===== config.mk =====
export PLATFORM = sky130hd
export DESIGN_NAME = axis_cpu_prog_ctrl
export DESIGN_NICKNAME = d
export VERILOG_FILES = /design/src/rtl/axis_cpu_prog_pkg.sv /design/src/rtl/axis_cpu_prog_resp.sv /design/src/rtl/axis_cpu_prog_ctrl.sv
export SDC_FILE = /design/constraint.sdc
export NUM_CORES = 1
export LEC_CHECK = 0
export ABC_AREA = 1
export CAP_MARGIN = 20
export CELL_PAD_IN_SITES_DETAIL_PLACEMENT = 0
export CELL_PAD_IN_SITES_GLOBAL_PLACEMENT = 1
export CORE_ASPECT_RATIO = 0.75
export CORE_MARGIN = 2
export CORE_UTILIZATION = 40
export CTS_BUF_LIST = sky130_fd_sc_hd__clkbuf_4 sky130_fd_sc_hd__clkbuf_8
export DETAILED_ROUTE_END_ITERATION = 6
export PLACE_DENSITY = 0.92
export SLEW_MARGIN = 20
export SYNTH_ARGS = -nofsm -noshare
export SYNTH_HDL_FRONTEND = slang
export SYNTH_HIERARCHICAL = 1
export SYNTH_SLANG_ARGS = --single-unit

===== constraint.sdc =====
create_clock -name clk -period 2.4 [get_ports clk]
set_input_delay 0.48 -clock clk [delete_from_list [all_inputs] [get_ports clk]]
set_output_delay 0.48 -clock clk [all_outputs]
set_load 0.01 [all_outputs]

===== src/rtl/axis_cpu_prog_pkg.sv =====
// Shared opcodes, FSM state, response payload and word-formatting helpers
// for the BPF-style CPU programming/run-control sequencer.
package axis_cpu_prog_pkg;

  localparam int unsigned DATA_W  = 32;
  localparam int unsigned STEP_W  = 16;
  localparam int unsigned RADDR_W = 4;

  localparam logic [3:0] OP_NOP         = 4'd0;
  localparam logic [3:0] OP_SET_ADDR    = 4'd1;
  localparam logic [3:0] OP_WR_INST     = 4'd2;
  localparam logic [3:0] OP_WR_IMM      = 4'd3;
  localparam logic [3:0] OP_HOLD        = 4'd4;
  localparam logic [3:0] OP_STEP        = 4'd5;
  localparam logic [3:0] OP_RUN         = 4'd6;
  localparam logic [3:0] OP_READ_REG    = 4'd7;
  localparam logic [3:0] OP_READ_STATUS = 4'd8;

  localparam logic [3:0] ACK_TAG = 4'hA;

  localparam int unsigned STATUS_HOLD_BIT = 31;
  localparam int unsigned STATUS_RUN_BIT  = 30;
  localparam int unsigned STATUS_ERR_BIT  = 29;

  typedef enum logic {
    ST_IDLE     = 1'b0,
    ST_IMM_DATA = 1'b1
  } state_e;

  typedef enum logic {
    RESP_DATA = 1'b0,
    RESP_REG  = 1'b1
  } resp_kind_e;

  typedef struct packed {
    logic              valid;
    resp_kind_e        kind;
    logic [DATA_W-1:0] data;
  } resp_req_t;

  function automatic logic [DATA_W-1:0] status_word(input logic hold, input logic run,
                                                    input logic err,
                                                    input logic [STEP_W-1:0] step);
    logic [DATA_W-1:0] w;
    w = '0;
    w[STATUS_HOLD_BIT] = hold;
    w[STATUS_RUN_BIT]  = run;
    w[STATUS_ERR_BIT]  = err;
    w[STEP_W-1:0]      = step;
    return w;
  endfunction

  function automatic logic [DATA_W-1:0] ack_word(input logic [3:0] op, input logic err,
                                                 input logic [15:0] addr);
    return {ACK_TAG, op, 7'b0, err, addr};
  endfunction

endpackage


===== src/rtl/axis_cpu_prog_resp.sv =====
// Three-stage response pipeline: issues regfile reads, then returns register
// data or a pre-formed status/ack word on cmd_out exactly three cycles later.
module axis_cpu_prog_resp
  import axis_cpu_prog_pkg::*;
(
  input  logic                clk,
  input  logic                rst_n,
  input  resp_req_t           req_i,
  input  logic [DATA_W-1:0]   reg_rd_data_i,
  output logic                reg_rd_en_o,
  output logic [RADDR_W-1:0]  reg_rd_addr_o,
  output logic [DATA_W-1:0]   cmd_out_data_o,
  output logic                cmd_out_valid_o
);

  resp_req_t          s1_q;
  resp_req_t          s2_q;
  logic               rd_en_q;
  logic [RADDR_W-1:0] rd_addr_q;
  logic [DATA_W-1:0]  out_data_q;
  logic               out_valid_q;
  logic               rd_req_c;

  assign rd_req_c = req_i.valid && (req_i.kind == RESP_REG);

  // Regfile data arrives while the request sits in stage 2, so it is muxed in there.
  always_ff @(posedge clk or negedge rst_n) begin
    if (!rst_n) begin
      s1_q        <= '0;
      s2_q        <= '0;
      rd_en_q     <= 1'b0;
      rd_addr_q   <= '0;
      out_data_q  <= '0;
      out_valid_q <= 1'b0;
    end else begin
      s1_q        <= req_i;
      s2_q        <= s1_q;
      rd_en_q     <= rd_req_c;
      if (rd_req_c) rd_addr_q <= req_i.data[RADDR_W-1:0];
      out_valid_q <= s2_q.valid;
      if (s2_q.valid) out_data_q <= (s2_q.kind == RESP_REG) ? reg_rd_data_i : s2_q.data;
    end
  end

  assign reg_rd_en_o     = rd_en_q;
  assign reg_rd_addr_o   = rd_addr_q;
  assign cmd_out_data_o  = out_data_q;
  assign cmd_out_valid_o = out_valid_q;

endmodule


===== src/rtl/axis_cpu_prog_ctrl.sv =====
// Programming and run-control sequencer for the AXI-Stream BPF-style CPU.
// Define AXIS_CPU_PROG_ACK_EN to acknowledge every non-read command beat on cmd_out.
module axis_cpu_prog_ctrl
  import axis_cpu_prog_pkg::*;
#(
  parameter int unsigned CODE_ADDR_WIDTH = 10
) (
  input  logic                       clk,
  input  logic                       rst,
  input  logic [DATA_W-1:0]          cmd_in_TDATA,
  input  logic                       cmd_in_TVALID,
  output logic [DATA_W-1:0]          cmd_out_TDATA,
  output logic                       cmd_out_TVALID,
  output logic                       hold_in_rst,
  output logic                       cpu_en,
  input  logic                       inst_fetch,
  output logic                       inst_wr_en,
  output logic [CODE_ADDR_WIDTH-1:0] inst_wr_addr,
  output logic [7:0]                 inst_wr_data,
  output logic                       imm_wr_en,
  output logic [CODE_ADDR_WIDTH-1:0] imm_wr_addr,
  output logic [DATA_W-1:0]          imm_wr_data,
  output logic                       reg_rd_en,
  output logic [RADDR_W-1:0]         reg_rd_addr,
  input  logic [DATA_W-1:0]          reg_rd_data
);

  state_e                     state_q, state_d;
  logic                       hold_q, hold_d;
  logic                       run_q, run_d;
  logic                       err_q, err_d;
  logic                       cpu_en_q;
  logic [STEP_W-1:0]          step_q, step_d;
  logic [CODE_ADDR_WIDTH-1:0] addr_q, addr_d;
  logic                       inst_wr_en_q, inst_wr_en_d;
  logic [CODE_ADDR_WIDTH-1:0] inst_wr_addr_q, inst_wr_addr_d;
  logic [7:0]                 inst_wr_data_q, inst_wr_data_d;
  logic                       imm_wr_en_q, imm_wr_en_d;
  logic [CODE_ADDR_WIDTH-1:0] imm_wr_addr_q, imm_wr_addr_d;
  logic [DATA_W-1:0]          imm_wr_data_q, imm_wr_data_d;
  logic [3:0]                 op_c;
  resp_req_t                  req_c;

  assign op_c = cmd_in_TDATA[31:28];

  // Decode and FSM; command effects override the same-cycle step decrement.
  always_comb begin
    state_d        = state_q;
    hold_d         = hold_q;
    run_d          = run_q;
    err_d          = err_q;
    step_d         = step_q;
    addr_d         = addr_q;
    inst_wr_en_d   = 1'b0;
    inst_wr_addr_d = inst_wr_addr_q;
    inst_wr_data_d = inst_wr_data_q;
    imm_wr_en_d    = 1'b0;
    imm_wr_addr_d  = imm_wr_addr_q;
    imm_wr_data_d  = imm_wr_data_q;
    req_c          = '0;

    if (inst_fetch && !run_q && (step_q != '0)) step_d = step_q - STEP_W'(1);

    if (cmd_in_TVALID) begin
      case (state_q)
        ST_IMM_DATA: begin
          state_d = ST_IDLE;
          if (hold_q) begin
            imm_wr_en_d   = 1'b1;
            imm_wr_addr_d = addr_q;
            imm_wr_data_d = cmd_in_TDATA;
            addr_d        = addr_q + CODE_ADDR_WIDTH'(1);
          end else begin
            err_d = 1'b1;
          end
        end
        default: begin
          case (op_c)
            OP_NOP: ;
            OP_SET_ADDR: addr_d = cmd_in_TDATA[CODE_ADDR_WIDTH-1:0];
            OP_WR_INST: begin
              if (hold_q) begin
                inst_wr_en_d   = 1'b1;
                inst_wr_addr_d = addr_q;
                inst_wr_data_d = cmd_in_TDATA[7:0];
                addr_d         = addr_q + CODE_ADDR_WIDTH'(1);
              end else begin
                err_d = 1'b1;
              end
            end
            OP_WR_IMM: state_d = ST_IMM_DATA;
            OP_HOLD: begin
              hold_d = cmd_in_TDATA[0];
              if (cmd_in_TDATA[0]) begin
                run_d  = 1'b0;
                step_d = '0;
              end
            end
            OP_STEP: step_d = cmd_in_TDATA[STEP_W-1:0];
            OP_RUN: begin
              run_d = cmd_in_TDATA[0];
              if (!cmd_in_TDATA[0]) step_d = '0;
            end
            OP_READ_REG: begin
              req_c.valid = 1'b1;
              req_c.kind  = RESP_REG;
              req_c.data  = cmd_in_TDATA;
            end
            OP_READ_STATUS: begin
              req_c.valid = 1'b1;
              req_c.kind  = RESP_DATA;
              req_c.data  = status_word(hold_q, run_q, err_q, step_q);
              err_d       = 1'b0;
            end
            default: err_d = 1'b1;
          endcase
        end
      endcase
`ifdef AXIS_CPU_PROG_ACK_EN
      if (!req_c.valid) begin
        req_c.valid = 1'b1;
        req_c.kind  = RESP_DATA;
        req_c.data  = ack_word((state_q == ST_IMM_DATA) ? OP_WR_IMM : op_c, err_d, 16'(addr_d));
      end
`endif
    end
  end

  always_ff @(posedge clk or negedge rst) begin
    if (!rst) begin
      state_q        <= ST_IDLE;
      hold_q         <= 1'b1;
      run_q          <= 1'b0;
      err_q          <= 1'b0;
      step_q         <= '0;
      addr_q         <= '0;
      cpu_en_q       <= 1'b0;
      inst_wr_en_q   <= 1'b0;
      inst_wr_addr_q <= '0;
      inst_wr_data_q <= '0;
      imm_wr_en_q    <= 1'b0;
      imm_wr_addr_q  <= '0;
      imm_wr_data_q  <= '0;
    end else begin
      state_q        <= state_d;
      hold_q         <= hold_d;
      run_q          <= run_d;
      err_q          <= err_d;
      step_q         <= step_d;
      addr_q         <= addr_d;
      cpu_en_q       <= !hold_d && (run_d || (step_d != '0));
      inst_wr_en_q   <= inst_wr_en_d;
      inst_wr_addr_q <= inst_wr_addr_d;
      inst_wr_data_q <= inst_wr_data_d;
      imm_wr_en_q    <= imm_wr_en_d;
      imm_wr_addr_q  <= imm_wr_addr_d;
      imm_wr_data_q  <= imm_wr_data_d;
    end
  end

  axis_cpu_prog_resp u_resp (
    .clk             (clk),
    .rst_n           (rst),
    .req_i           (req_c),
    .reg_rd_data_i   (reg_rd_data),
    .reg_rd_en_o     (reg_rd_en),
    .reg_rd_addr_o   (reg_rd_addr),
    .cmd_out_data_o  (cmd_out_TDATA),
    .cmd_out_valid_o (cmd_out_TVALID)
  );

  assign hold_in_rst  = hold_q;
  assign cpu_en       = cpu_en_q;
  assign inst_wr_en   = inst_wr_en_q;
  assign inst_wr_addr = inst_wr_addr_q;
  assign inst_wr_data = inst_wr_data_q;
  assign imm_wr_en    = imm_wr_en_q;
  assign imm_wr_addr  = imm_wr_addr_q;
  assign imm_wr_data  = imm_wr_data_q;

endmodule


==> reports/metrics.sh <==
STATUS='finished, final reports clean'
MOST-COMMON-LAYOUT-CELLS='272 x nand2_1, 198 x dfrtp_1, 168 x clkdlybuf4s50_1'
START_KIND='flop'
HPWLAFTERDP_MM=16.6
INITIAL_CORE_UTIL_PCT=40.8
POST_SYNTHESIS_SHARE_OF_CELL_AREA_SPENT_ON_FULL_ADDERS_HALF_ADDERS_AND_MAJORITY_GATES_PCT=0.435
PLACE.PORT_BUFFERS=169
DIE_X_UM=174
NNETSFINAL=1242
FINALWORSTSETUPSLACK_NS=0.265
END_KIND='flop'
WORSTPATHARRIVAL_NS=2.50
WORSTPATHMAXFANOUT=14
TIMING.SETUP.TNS_NS=0
SLEW_HEADROOM_PCT=59.8
FLOORPLAN.DIE_AREA_SQ_UM=22800
DPL.CELL_COUNT=1439
VIAS_PER_CELL=4.66
HOLD_PATH.CLASS='reg2reg'
CRIT_PATH_SLOWEST_CELL='dfrtp_1'
IO_PINS=170
FINAL_MAX_SLEW_VIOL_COUNT=0
ANTENNA-DIODE-COUNT=0
SYNTH.MUX.AREA_FRACTION_PCT=0
POST_SYNTH_AND_OR_NAND_NOR_AREA_FRACTION_PCT=23.5
GLOBAL_ROUTE.OVERFLOW_TOTAL=0
MAPPEDNETLISTAREA_SQ_UM=8620
PLACEMENTROWS=46
LAYOUT.CELL_AREA.NON_FILLER_SQ_UM=11200
TIMING.CRITICAL_PATH.MAX_DELAY_FAMILY='simple AND/OR/NAND/NOR gates'
CRITICAL_PATH_BUF_INV_COUNT=3
YS_DOMINANT_REG_CELL='dfrtp_1'
PLACEABLECOREAREA_SQ_UM=21100
RSZ_0062_RAISED_AFTER_GLOBAL_ROUTING='no'
POST_SYNTH.CELL_AREA_AVG_SQ_UM=8.80
FINAL_ROUTED_WIRELENGTH_ACROSS_ALL_METAL_LAYERS_MM=22.4
DR.FIRST_ITER.DRC_COUNT=485
DETAILROUTE.VIA_COUNT=6866
DRT_PRE_ANTENNA_ITERS=5
DIE-HEIGHT_UM=131
DRC=0
CLOCK.FMAX_MHz=468
MAX-CLOCK-PATH-BUFFERS=2
MAX_SLEW.WORST_PIN.SLEW_NS=0.602
INITIAL_ANTENNA_VIOLATION_COUNT=0
EDFF_COUNT_SYNTH=0
GATE_COUNT_OF_THE_MAPPED_NETLIST=979
MOSTFREQUENTLAYOUTCELL='nand2_1'
CTS.REPORTEDPATHS.CLKPINSLEW_NS=0.11
SYNTH.DISTINCT_CELLS=40
POWER_LEAKAGE_nW=5.70
FINALCRITICALPERIOD_NS=2.14
IR_WORST_VDD_mV=0.418
DETAIL-ROUTE-ANTENNA-NETS=0
MAXIMUM_NUMBER_OF_PINS_ON_ONE_NET_BEFORE_GLOBAL_ROUTE_REPAIR=64
SYNTHESIS.NETS=1050
AREA_GROWTH_PCT=30.2
CRITPATHMAXSTAGEDELAY_NS=0.39
YS.WARNINGS.COUNT=6
TIMING.MAX_CAP.VIOLATIONS=0
FIN_SKEW_NS=0.0175
CLOCK_LATENCY_NS=0.47
POST_SYNTH_XOR_AREA_FRACTION_PCT=1.32
GRT_PASS1_WL_MM=37.0
CELL_TYPES_WITH_THE_LARGEST_AREA_SHARE_AFTER_SYNTHESIS='dfrtp_1 57%, nand2_1 12%, inv_1 6.4%'
CTS_ROOT_BUF='clkbuf_8'
DETAILED_PLACE.AREA_SQ_UM=10800
GRT_UTIL_ALL_LAYERS_PCT=20.5
CP.REQUIRED_NS=2.76
PATH_COMMON_CELL='nand2_1'
MINIMUM_SETUP_SLACK_AFTER_PLACEMENT_NS=-0.0855
CRITICAL_PATH.CELL_CHAIN='inv_1 > ha_1 > nand2_1 > nor2_2 > nand2_4 > nand2_4 > buf_6 > nand2_1 > nand3_1 > nand2_1 > nor2_1 > nand2_1 > nor2_2 > nand3_1 > nand2_1 > inv_1'
HOLD_VIOL_FINAL=0
YOSYSTOPAREACELL='dfrtp_1'
POST_ROUTE_CELLS_DRIVE_ABOVE_1_SHARE_PCT=11.6
CTS.SINKS=199
FIRST_GLOBAL_VIAS=6956
SYNTH_TOP_FAMILY_BY_AREA='simple AND/OR/NAND/NOR gates'
FINAL_CELLS=1472
CTS.HTREE.LEVELS=4
SYNTH-ASYNC-RESET-RATIO_PCT=100
YOSYSSEQAREASHARE_PCT=57.8
CTS_TREE='done'
REPORT.FINAL.SETUP_VIOL=0
GP_CONGESTION=0.918
CTS-BUFFERS-INSERTED=17
SYNTH-SEQ-CELLS=199
FIN_CRIT_SH_PCT=89.0
ROUTE.DETAILED.WL_PER_INST_UM=15.2
SYNTH_COMPOUND_GATE_AREA_SHARE_PCT=7.16
POWER-PER-CELL-AREA_nW_PER_UM2=826
NETLIST.AREA_LEADER.SHARE_PCT=57.5
TIMING_WORST_SETUP_PATH_TYPE='reg2reg'
-- registers in the layout, summed over array words and instances (netlist names), 4 cells and up --
register and count:
u_resp/reg_rd_addr_o 4, inst_wr_data 8, u_resp/s2_q 34, inst_wr_addr 10, u_resp/s1_q 34, imm_wr_addr 10, imm_wr_data 32, addr_q 10
u_resp/cmd_out_data_o 32, step_q 16
-- synth_stat cells, drive strengths merged (2+ instances only) --
cell type and number:
xor2 13, dfrtp 198, nand3 77, o22ai 18, nor3 7, nand2 302
inv 156, nand4 7, ha 3, a21oi 12, nor2 62, buf 25
nor4 2, clkbuf 11, o21ai 79
-- report_power, final --
part | internal, mW | switching, mW
combinational | 1.30 | 1.37
clock | 0.907 | 1.35
sequential | 3.94 | 0.400
-- metal layers --
metal / share of wire, % / vias to the layer above / global-route usage, %
met4: 1.3 / 0 / 5.46
met3: 7.2 / 20 / 5.70
met1: 48 / 3225 / 29.8
li1: - / 3416 / -
met2: 43 / 205 / 30.2
met5: 0 / - / 0
-- final cells by class --
class | count | area, sq um
clock buffers | 17 | 234
flip-flops and latches | 199 | 4980
multi-input cells | 588 | 2810
well taps | 288 | 360
clock inverters | 15 | 196
fillers | 1951 | 9900
repair buffers | 209 | 2050
inverters | 156 | 591
-- per-stage QoR --
stage                     power, mW  hold WS (ns)  utilization (%)
final                          9.27         0.346             53.1
after CTS                      9.34         0.352             53.1
after floorplan                5.59         0.184                -
after detailed placement       7.06         0.335             51.0
after global placement         7.02         0.331             51.0
after global routing           9.83         0.357             53.1
-- repair_timing --
action,CTS,global route
endpoints found under the hold margin,22,0
endpoints found under the setup margin,0,1
hold buffers,1,0
gates resized for setup,0,4
setup buffers,0,0
-- worst paths after layout --
kind | from | endpoint | slack, ns | depth (start not counted)
max | step_q[0] | cpu_en | 0.26 | 16
min | u_resp/s1_q[15] | u_resp/s2_q[15] | 0.35 | 0
max reg2reg | step_q[0] | cpu_en | 0.26 | 16
min reg2reg | u_resp/s1_q[15] | u_resp/s2_q[15] | 0.35 | 0
max in group asynchronous | rst | u_resp/s2_q[13] | 1.11 | 3
min in group asynchronous | rst | imm_wr_addr[8] | 0.53 | 2
-- logic make-up (layout without fill, tap and decap cells) --
kind of cell,count (synthesis),in the layout
buffers and inverters,192,397
AOI/OAI and AO/OA,115,115
adders and majority gates,3,3
and+or+nand+nor,457,457
DFF,199,199
xor gates and xnor gates,13,13
No activity file was read; power rests on OpenSTA's default activity.
